[src/rtl/hazard_stall_ctrl_pkg.sv]
// ----------------------------------------------------------------------------
// hazard_stall_ctrl_pkg
// Shared types and constants for the LEGv8 interlock controller:
//   state_e          - controller states (RUN, BR_WAIT)
//   XZR              - the zero register, which never creates a dependency
//   sb_entry_t       - one scoreboard slot {v, rd}
//   SB_DEPTH_DEFAULT - default number of tracked stages past ID
//   src_hit()        - one source-operand vs. one scoreboard slot compare
// ----------------------------------------------------------------------------
package hazard_stall_ctrl_pkg;

  typedef enum logic {
    ST_RUN     = 1'b0,
    ST_BR_WAIT = 1'b1
  } state_e;

  localparam logic [4:0] XZR = 5'd31;

  localparam int SB_DEPTH_DEFAULT = 3;

  typedef struct packed {
    logic       v;
    logic [4:0] rd;
  } sb_entry_t;

  // A read of XZR is always satisfied, so it never matches a producer.
  function automatic logic src_hit(logic reads, logic [4:0] src, sb_entry_t e);
    return reads && (src != XZR) && e.v && (e.rd == src);
  endfunction

endpackage

[src/rtl/hazard_stall_ctrl_if.sv]
// ----------------------------------------------------------------------------
// hazard_stall_ctrl_if
// Decode-side bundle between the ID stage and the interlock controller.
//   master : decode stage / branch unit (drives *_i, observes *_o)
//   slave  : hazard_stall_ctrl
// Decode inputs : id_valid_i, id_ra_i, id_rb_i, id_use_a_i, id_use_b_i,
//                 id_regwrite_i, id_rd_i, id_branch_i, br_resolved_i
// Control outs  : pc_hold_o, ifid_hold_o, ifid_flush_o, idex_bubble_o, br_err_o
// HAZARD_PERF_EN: adds stall_cnt_o / brwait_cnt_o (32-bit performance counts).
// ----------------------------------------------------------------------------
interface hazard_stall_ctrl_if;

  logic       id_valid_i;
  logic [4:0] id_ra_i;
  logic [4:0] id_rb_i;
  logic       id_use_a_i;
  logic       id_use_b_i;
  logic       id_regwrite_i;
  logic [4:0] id_rd_i;
  logic       id_branch_i;
  logic       br_resolved_i;

  logic       pc_hold_o;
  logic       ifid_hold_o;
  logic       ifid_flush_o;
  logic       idex_bubble_o;
  logic       br_err_o;

`ifdef HAZARD_PERF_EN
  logic [31:0] stall_cnt_o;
  logic [31:0] brwait_cnt_o;

  modport master (
    output id_valid_i, id_ra_i, id_rb_i, id_use_a_i, id_use_b_i,
           id_regwrite_i, id_rd_i, id_branch_i, br_resolved_i,
    input  pc_hold_o, ifid_hold_o, ifid_flush_o, idex_bubble_o, br_err_o,
           stall_cnt_o, brwait_cnt_o
  );

  modport slave (
    input  id_valid_i, id_ra_i, id_rb_i, id_use_a_i, id_use_b_i,
           id_regwrite_i, id_rd_i, id_branch_i, br_resolved_i,
    output pc_hold_o, ifid_hold_o, ifid_flush_o, idex_bubble_o, br_err_o,
           stall_cnt_o, brwait_cnt_o
  );
`else
  modport master (
    output id_valid_i, id_ra_i, id_rb_i, id_use_a_i, id_use_b_i,
           id_regwrite_i, id_rd_i, id_branch_i, br_resolved_i,
    input  pc_hold_o, ifid_hold_o, ifid_flush_o, idex_bubble_o, br_err_o
  );

  modport slave (
    input  id_valid_i, id_ra_i, id_rb_i, id_use_a_i, id_use_b_i,
           id_regwrite_i, id_rd_i, id_branch_i, br_resolved_i,
    output pc_hold_o, ifid_hold_o, ifid_flush_o, idex_bubble_o, br_err_o
  );
`endif

endinterface

[src/rtl/hazard_stall_ctrl_scoreboard.sv]
// ----------------------------------------------------------------------------
// hazard_scoreboard
// Shift register of in-flight destination registers plus the source compares.
//   clk, reset        : pipeline clock, async active-high reset (clears all)
//   load_v_i/load_rd_i: what enters the ID/EX slot this edge (v=0 is a bubble)
//   use_a_i/ra_i      : operand-A read request
//   use_b_i/rb_i      : operand-B read request
//   match_a_o/b_o     : operand collides with an in-flight producer
// With RF_WRITE_THRU=1 the MEM/WB slot is resolved by the register file's
// write-through, and since nothing ever reads it that slot is not stored.
// Requires SB_DEPTH - RF_WRITE_THRU >= 1.
// ----------------------------------------------------------------------------
module hazard_scoreboard
  import hazard_stall_ctrl_pkg::*;
#(
  parameter int SB_DEPTH      = SB_DEPTH_DEFAULT,
  parameter int RF_WRITE_THRU = 1
) (
  input  logic       clk,
  input  logic       reset,
  input  logic       load_v_i,
  input  logic [4:0] load_rd_i,
  input  logic       use_a_i,
  input  logic [4:0] ra_i,
  input  logic       use_b_i,
  input  logic [4:0] rb_i,
  output logic       match_a_o,
  output logic       match_b_o
);

  localparam int NCMP = (RF_WRITE_THRU != 0) ? SB_DEPTH - 1 : SB_DEPTH;

  sb_entry_t sb_q [NCMP];
  sb_entry_t sb_d [NCMP];

  always_comb begin
    sb_d[0] = {load_v_i, load_rd_i};
    for (int i = 1; i < NCMP; i++) begin
      sb_d[i] = sb_q[i-1];
    end
  end

  always_ff @(posedge clk or posedge reset) begin
    if (reset) begin
      for (int i = 0; i < NCMP; i++) begin
        sb_q[i] <= '0;
      end
    end else begin
      for (int i = 0; i < NCMP; i++) begin
        sb_q[i] <= sb_d[i];
      end
    end
  end

  always_comb begin
    match_a_o = 1'b0;
    match_b_o = 1'b0;
    for (int i = 0; i < NCMP; i++) begin
      match_a_o = match_a_o | src_hit(use_a_i, ra_i, sb_q[i]);
      match_b_o = match_b_o | src_hit(use_b_i, rb_i, sb_q[i]);
    end
  end

endmodule

[src/rtl/hazard_stall_ctrl.sv]
// ----------------------------------------------------------------------------
// hazard_stall_ctrl
// Interlock controller for the 5-stage LEGv8 pipeline (no forwarding).
// Stalls RAW consumers until their producer leaves the compared window and
// freezes fetch while a branch is being resolved.
//   clk   : pipeline clock
//   reset : asynchronous, active-high
//   bus   : hazard_stall_ctrl_if.slave (decode fields in, pipeline controls out)
// Optional: define HAZARD_PERF_EN to add saturating 32-bit stall_cnt_o
// (hazard cycles in RUN) and brwait_cnt_o (cycles in BR_WAIT).
//
// state      | meaning
// -----------+-------------------------------------------------------------
// ST_RUN     | normal issue; a hazard stalls PC/IF-ID and bubbles ID/EX
// ST_BR_WAIT | branch issued, fetch frozen and flushed until resolve/timeout
//
// Control outputs are combinational so a stall takes effect in the same
// cycle the dependent instruction sits in ID; br_err is registered.
// ----------------------------------------------------------------------------
module hazard_stall_ctrl
  import hazard_stall_ctrl_pkg::*;
#(
  parameter int SB_DEPTH      = SB_DEPTH_DEFAULT,
  parameter int RF_WRITE_THRU = 1,
  parameter int BR_TIMEOUT    = 8
) (
  input logic                clk,
  input logic                reset,
  hazard_stall_ctrl_if.slave bus
);

  localparam int CW = $clog2(BR_TIMEOUT + 1);

  state_e        state_q;
  logic [CW-1:0] br_cnt_q;
  logic          br_err_q;

  logic match_a;
  logic match_b;
  logic hazard;
  logic issue;
  logic in_run;
  logic load_v;
  logic br_timeout;

  assign in_run = (state_q == ST_RUN);
  assign hazard = bus.id_valid_i & (match_a | match_b);
  assign issue  = bus.id_valid_i & ~hazard & in_run;
  assign load_v = issue & bus.id_regwrite_i & (bus.id_rd_i != XZR);

  // Resolution wins over timeout when both land on the last allowed cycle.
  assign br_timeout = ~in_run & ~bus.br_resolved_i &
                      (br_cnt_q == CW'(BR_TIMEOUT - 1));

  hazard_scoreboard #(
    .SB_DEPTH      (SB_DEPTH),
    .RF_WRITE_THRU (RF_WRITE_THRU)
  ) u_sb (
    .clk       (clk),
    .reset     (reset),
    .load_v_i  (load_v),
    .load_rd_i (bus.id_rd_i),
    .use_a_i   (bus.id_use_a_i),
    .ra_i      (bus.id_ra_i),
    .use_b_i   (bus.id_use_b_i),
    .rb_i      (bus.id_rb_i),
    .match_a_o (match_a),
    .match_b_o (match_b)
  );

  always_ff @(posedge clk or posedge reset) begin
    if (reset) begin
      state_q  <= ST_RUN;
      br_cnt_q <= '0;
      br_err_q <= 1'b0;
    end else begin
      case (state_q)
        ST_RUN: begin
          if (bus.br_resolved_i) br_err_q <= 1'b1;
          if (issue && bus.id_branch_i) begin
            state_q  <= ST_BR_WAIT;
            br_cnt_q <= '0;
          end
        end
        ST_BR_WAIT: begin
          if (bus.br_resolved_i) begin
            state_q <= ST_RUN;
          end else if (br_timeout) begin
            state_q  <= ST_RUN;
            br_err_q <= 1'b1;
          end else begin
            br_cnt_q <= br_cnt_q + CW'(1);
          end
        end
        default: state_q <= ST_RUN;
      endcase
    end
  end

  // On the exit cycle of BR_WAIT the PC is released so the branch target
  // (or the fall-through after a timeout) is loaded; the flush still applies.
  assign bus.pc_hold_o     = in_run ? hazard : ~(bus.br_resolved_i | br_timeout);
  assign bus.ifid_hold_o   = in_run & hazard;
  assign bus.ifid_flush_o  = ~in_run;
  assign bus.idex_bubble_o = ~in_run | hazard;
  assign bus.br_err_o      = br_err_q;

`ifdef HAZARD_PERF_EN
  logic [31:0] stall_cnt_q;
  logic [31:0] brwait_cnt_q;

  always_ff @(posedge clk or posedge reset) begin
    if (reset) begin
      stall_cnt_q  <= '0;
      brwait_cnt_q <= '0;
    end else begin
      if (in_run && hazard && (stall_cnt_q != '1)) begin
        stall_cnt_q <= stall_cnt_q + 32'd1;
      end
      if (!in_run && (brwait_cnt_q != '1)) begin
        brwait_cnt_q <= brwait_cnt_q + 32'd1;
      end
    end
  end

  assign bus.stall_cnt_o  = stall_cnt_q;
  assign bus.brwait_cnt_o = brwait_cnt_q;
`endif

endmodule

[src/flat_wrapper.sv]
// flat-port wrapper written by rule: the top's interface ports become plain ports
module hazard_stall_ctrl_flat import hazard_stall_ctrl_pkg::*;
#(
  parameter int SB_DEPTH      = SB_DEPTH_DEFAULT,
  parameter int RF_WRITE_THRU = 1,
  parameter int BR_TIMEOUT    = 8
)
  (clk, reset, bus_id_valid_i, bus_id_ra_i, bus_id_rb_i, bus_id_use_a_i, bus_id_use_b_i, bus_id_regwrite_i, bus_id_rd_i, bus_id_branch_i, bus_br_resolved_i, bus_pc_hold_o, bus_ifid_hold_o, bus_ifid_flush_o, bus_idex_bubble_o, bus_br_err_o);
  hazard_stall_ctrl_if bus_i ();
  input logic clk;
  input logic reset;
  input wire logic [$bits(bus_i.id_valid_i)-1:0] bus_id_valid_i;
  input wire logic [$bits(bus_i.id_ra_i)-1:0] bus_id_ra_i;
  input wire logic [$bits(bus_i.id_rb_i)-1:0] bus_id_rb_i;
  input wire logic [$bits(bus_i.id_use_a_i)-1:0] bus_id_use_a_i;
  input wire logic [$bits(bus_i.id_use_b_i)-1:0] bus_id_use_b_i;
  input wire logic [$bits(bus_i.id_regwrite_i)-1:0] bus_id_regwrite_i;
  input wire logic [$bits(bus_i.id_rd_i)-1:0] bus_id_rd_i;
  input wire logic [$bits(bus_i.id_branch_i)-1:0] bus_id_branch_i;
  input wire logic [$bits(bus_i.br_resolved_i)-1:0] bus_br_resolved_i;
  output wire logic [$bits(bus_i.pc_hold_o)-1:0] bus_pc_hold_o;
  output wire logic [$bits(bus_i.ifid_hold_o)-1:0] bus_ifid_hold_o;
  output wire logic [$bits(bus_i.ifid_flush_o)-1:0] bus_ifid_flush_o;
  output wire logic [$bits(bus_i.idex_bubble_o)-1:0] bus_idex_bubble_o;
  output wire logic [$bits(bus_i.br_err_o)-1:0] bus_br_err_o;
  assign bus_i.id_valid_i = bus_id_valid_i;
  assign bus_i.id_ra_i = bus_id_ra_i;
  assign bus_i.id_rb_i = bus_id_rb_i;
  assign bus_i.id_use_a_i = bus_id_use_a_i;
  assign bus_i.id_use_b_i = bus_id_use_b_i;
  assign bus_i.id_regwrite_i = bus_id_regwrite_i;
  assign bus_i.id_rd_i = bus_id_rd_i;
  assign bus_i.id_branch_i = bus_id_branch_i;
  assign bus_i.br_resolved_i = bus_br_resolved_i;
  assign bus_pc_hold_o = bus_i.pc_hold_o;
  assign bus_ifid_hold_o = bus_i.ifid_hold_o;
  assign bus_ifid_flush_o = bus_i.ifid_flush_o;
  assign bus_idex_bubble_o = bus_i.idex_bubble_o;
  assign bus_br_err_o = bus_i.br_err_o;
  hazard_stall_ctrl #(.SB_DEPTH(SB_DEPTH), .RF_WRITE_THRU(RF_WRITE_THRU), .BR_TIMEOUT(BR_TIMEOUT)) u_core (.clk(clk), .reset(reset), .bus(bus_i));
endmodule
[config.mk]
export PLATFORM = sky130hd
export DESIGN_NAME = hazard_stall_ctrl_flat
export DESIGN_NICKNAME = d
export VERILOG_FILES = /design/src/rtl/hazard_stall_ctrl_pkg.sv /design/src/rtl/hazard_stall_ctrl_if.sv /design/src/rtl/hazard_stall_ctrl_scoreboard.sv /design/src/rtl/hazard_stall_ctrl.sv /design/src/flat_wrapper.sv
export SDC_FILE = /design/constraint.sdc
export NUM_CORES = 1
export LEC_CHECK = 0
export ABC_AREA = 0
export BUFFER_PORTS_ARGS = -buffer_cell sky130_fd_sc_hd__buf_2
export CORE_MARGIN = 3
export CORE_UTILIZATION = 49
export CTS_BUF_LIST = sky130_fd_sc_hd__clkbuf_16
export CTS_CLUSTER_SIZE = 8
export DETAILED_ROUTE_END_ITERATION = 7
export GPL_TIMING_DRIVEN = 0
export PLACE_DENSITY = 0.82
export SLEW_MARGIN = 20
export SYNTH_ARGS = -nofsm -noshare
export SYNTH_HDL_FRONTEND = slang
export SYNTH_SLANG_ARGS = --single-unit
[constraint.sdc]
create_clock -name clk -period 1.45 [get_ports clk]
set_input_delay 0.2175 -clock clk [delete_from_list [all_inputs] [get_ports clk]]
set_output_delay 0.2175 -clock clk [all_outputs]
set_load 0.01 [all_outputs]
==> impl_metrics.prom <==
# TYPE chip_impl_metric gauge
chip_impl_info{name="outcome",value="finished, violations left"} 1
chip_impl_info{name="violations",value="negative setup slack"} 1
chip_impl_metric{name="post_synth_xor_area_fraction",unit="%"} 20.1
chip_impl_metric{name="first_iter_violations",unit=""} 9
chip_impl_metric{name="synthAdderAreaFrac",unit="%"} 1.37
chip_impl_metric{name="timing.final.crit_share",unit="%"} 125
chip_impl_metric{name="detailedRoute.firstPassIterationCount",unit=""} 4
chip_impl_metric{name="total_design_power",unit="uW"} 1350
chip_impl_metric{name="clock-sinks",unit=""} 18
chip_impl_metric{name="ir_drop",unit="mV"} 0.954
chip_impl_info{name="timing.critical_path.from_type",value="register"} 1
chip_impl_metric{name="ys_seq_area_share",unit="%"} 49.3
chip_impl_metric{name="io_pins",unit=""} 28
chip_impl_metric{name="reg2regPathDepth",unit=""} 6
chip_impl_metric{name="globalRoute.totalOverflow",unit=""} 0
chip_impl_info{name="timing.rr.end",value="u_core.br_cnt_q[3]$_DFFE_PP0P_"} 1
chip_impl_metric{name="floorplan.die.width",unit="um"} 49.2
chip_impl_metric{name="drtAntennaViolNets",unit=""} 0
chip_impl_metric{name="detail_route.drc_violations",unit=""} 0
chip_impl_metric{name="layout-drive-gt1-share",unit="%"} 37.4
chip_impl_metric{name="via_per_inst",unit=""} 5.33
chip_impl_metric{name="arrival",unit="ns"} 1.59
chip_impl_info{name="cts_tree",value="built"} 1
chip_impl_metric{name="post_synth_inst_count",unit=""} 89
chip_impl_metric{name="routabilityCongestion",unit=""} 0.832
chip_impl_metric{name="worst-r2r-setup-slack",unit="ns"} -0.12
chip_impl_metric{name="cp_max_fo",unit=""} 4
chip_impl_metric{name="vias",unit=""} 783
chip_impl_metric{name="largest_net_degree_at_the_start_of_global_routing",unit=""} 19
chip_impl_metric{name="drv_slew",unit=""} 0
chip_impl_metric{name="synth.avg_cell_area",unit="um^2"} 10.3
chip_impl_metric{name="final-instance-count-excl-fill",unit=""} 147
chip_impl_metric{name="layout.core_utilization",unit="%"} 76.5
chip_impl_metric{name="drv_cap",unit=""} 0
chip_impl_metric{name="yosys-mux-area-fraction",unit="%"} 1.10
chip_impl_metric{name="skew",unit="ns"} 0.000976
chip_impl_metric{name="start_util",unit="%"} 56.1
chip_impl_metric{name="routed_wirelength",unit="um"} 2180
chip_impl_metric{name="syn-num-nets",unit=""} 113
chip_impl_metric{name="port_buffers",unit=""} 27
chip_impl_metric{name="powerDensity",unit="nW/um^2"} 1080
chip_impl_info{name="regToRegStartpoint",value="u_core.u_sb.sb_q[3]$_DFF_PP0_"} 1
chip_impl_metric{name="post-route-min-period",unit="ns"} 1.81
chip_impl_metric{name="grt_first_pass_wirelength",unit="um"} 3650
chip_impl_info{name="grt_setup_unrepaired",value="true"} 1
chip_impl_metric{name="deepest_level_of_the_cts_h_tree",unit=""} 1
chip_impl_metric{name="number_of_antenna_violations_at_the_first_check_in_global_routing",unit=""} 0
chip_impl_info{name="cts_root_buffer",value="clkbuf_16"} 1
chip_impl_info{name="worstSetupPathType",value="reg2out"} 1
chip_impl_metric{name="worst_slew_pin_slew",unit="ns"} 0.643
chip_impl_metric{name="hpwlAfterDp",unit="um"} 1620
chip_impl_metric{name="synthToLayoutAreaGrowth",unit="%"} 36.4
chip_impl_metric{name="first_global_vias",unit=""} 820
chip_impl_metric{name="yosys_warnings",unit=""} 0
chip_impl_metric{name="die_y",unit="um"} 49.2
chip_impl_metric{name="post-route-worst-setup-slack",unit="ns"} -0.356
chip_impl_metric{name="drt-wirelength-per-cell",unit="um"} 14.8
chip_impl_metric{name="clk_path_buf_depth",unit=""} 2
chip_impl_metric{name="synth-compound-area-share",unit="%"} 11.0
chip_impl_metric{name="placeableCoreArea",unit="um^2"} 1630
chip_impl_metric{name="netlist_area",unit="um^2"} 913
chip_impl_metric{name="maxSlewHeadroom",unit="%"} 57.1
chip_impl_metric{name="netlist-cell-type-count",unit=""} 22
chip_impl_metric{name="setup-violations-final",unit=""} 8
chip_impl_metric{name="clkSlewWorstSetupHoldPaths",unit="ns"} 0.05
chip_impl_metric{name="holdBufCountCts",unit=""} 0
chip_impl_metric{name="dieArea",unit="um^2"} 2420
chip_impl_metric{name="num-nets-final",unit=""} 148
chip_impl_metric{name="post-place-cells",unit=""} 140
chip_impl_metric{name="gr_usage_total",unit="%"} 19.8
chip_impl_metric{name="synth.ff_latch_count",unit=""} 18
chip_impl_metric{name="synthSimpleGateAreaFrac",unit="%"} 15.5
chip_impl_metric{name="setup_ws_pre_cts",unit="ns"} -0.213
chip_impl_metric{name="core.rowCount",unit=""} 14
chip_impl_info{name="end_kind",value="output port"} 1
chip_impl_metric{name="worst_skew_pair.late_latency",unit="ns"} 0.24
chip_impl_metric{name="antenna_cells",unit=""} 0
chip_impl_metric{name="power.static_leakage",unit="uW"} 0.000545
chip_impl_metric{name="tns",unit="ns"} -1.58
chip_impl_info{name="holdCritPathClass",value="in2async"} 1
chip_impl_metric{name="timing.critical_path.required",unit="ns"} 1.23
chip_impl_metric{name="cts_made_buffers",unit=""} 3
chip_impl_metric{name="achievable-frequency",unit="GHz"} 0.554
chip_impl_metric{name="hold_violations",unit=""} 0
chip_impl_info{name="most_common_library_cell_in_the_layout_ignoring_fill_and_taps",value="buf_2"} 1
chip_impl_info{name="main_combinational_cell_family_by_area_after_synthesis",value="XOR/XNOR gates"} 1
chip_impl_info{name="final_cell_mix",value="27 x buf_2, 17 x xnor2_1, 15 x dfrtp_1"} 1
sequential cells by signal, summed over array words and instances (netlist names):
register / cells
u_core.bus.ifid_flush_o: 1
u_core.bus.br_err_o: 1
u_core.u_sb.sb_q: 6
u_core.u_sb.sb_d: 6
u_core.br_cnt_q: 4
synth_stat cells:
cell type   n  area share [%]
o21ai_0     4             2.2
o31ai_1     1            0.82
ha_1        1             1.4
nor3_1      1            0.55
xnor2_1    20              19
nand3_1     4             2.2
o21a_1      2             1.6
or2_2       1            0.69
nor2_1      3             1.2
xor2_1      1            0.96
nand3b_1    2             1.6
nand2_1    14             5.8
a22oi_1     1            0.82
mux2i_1     1             1.1
inv_1       4             1.6
or2_1       1            0.69
o22ai_1     3             2.1
a21oi_1     1            0.55
a221oi_2    1             1.6
o2111a_1    1             1.2
dfrtp_1    18              49
nand4_1     4             2.7
kinds of logic (layout without fill, tap and decap cells):
group	Yosys count	count (layout)
AO/OA/AOI/OAI	14	14
AND/OR/NAND/NOR	30	30
adder cells (fa/ha/maj)	1	1
XOR/XNOR	21	21
flip-flops	18	18
multiplexers	1	1
buffers and inverters	4	38
worst max-delay path by stage:
stage / start / to / slack, ns / cells after the start
final: u_core.u_sb.sb_q[2]$_DFF_PP0_ / bus_pc_hold_o / -0.36 / 6
after global routing: u_core.u_sb.sb_q[3]$_DFF_PP0_ / bus_idex_bubble_o / -0.45 / 6
after global placement: u_core.u_sb.sb_q[1]$_DFF_PP0_ / bus_idex_bubble_o / -0.14 / 6
after detailed placement: u_core.u_sb.sb_q[3]$_DFF_PP0_ / bus_idex_bubble_o / -0.21 / 6
after floorplan: u_core.u_sb.sb_q[0]$_DFF_PP0_ / bus_idex_bubble_o / 0.01 / 5
after CTS: u_core.u_sb.sb_d[3]$_DFF_PP0_ / bus_idex_bubble_o / -0.35 / 6
critical path, stage by stage, from the launching register on:
cell and delay [ns]:
dfrtp_1 0.40, xnor2_1 0.19, nand2_1 0.09, o22ai_2 0.24, a22oi_2 0.15, o21ai_1 0.14, buf_2 0.14
metal layers:
metal	vias up	global-route usage (%)	routed length, um
met2	26	34.6	1130
li1	376	-	-
met1	379	22.8	926
met5	-	0	0
met3	2	4.89	110
met4	0	8.06	11
cell type report:
class | instances | area (um^2)
Inverter | 4 | 15.0
Timing Repair Buffer | 30 | 158
Tap cell | 24 | 30.0
Fill cell | 104 | 383
Clock inverter | 1 | 3.75
Sequential cell | 18 | 454
Multi-Input combinational cell | 67 | 510
Clock buffer | 3 | 75.1
what timing repair did:
action,CTS,global route
setup endpoints to repair,9,8
setup buffers,2,1
resized for setup,4,9
gates cloned,0,0
pin swaps,10,7
through the flow:
step | area, um^2 | hold WS, ns
after detailed placement | 1080 | 0.345
after global placement | 1080 | 0.326
after CTS | 1200 | 0.0771
after floorplan | 920 | 0.156
final | 1250 | 0.0523
after global routing | 1250 | 0.0966
power by group:
group / total, uW / switching, uW / leakage, uW / internal, uW
clock: 540 / 174 / 0.0000385 / 366
combinational: 227 / 115 / 0.000291 / 112
sequential: 585 / 41.3 / 0.000215 / 544
(Power assumes the default switching activity.)
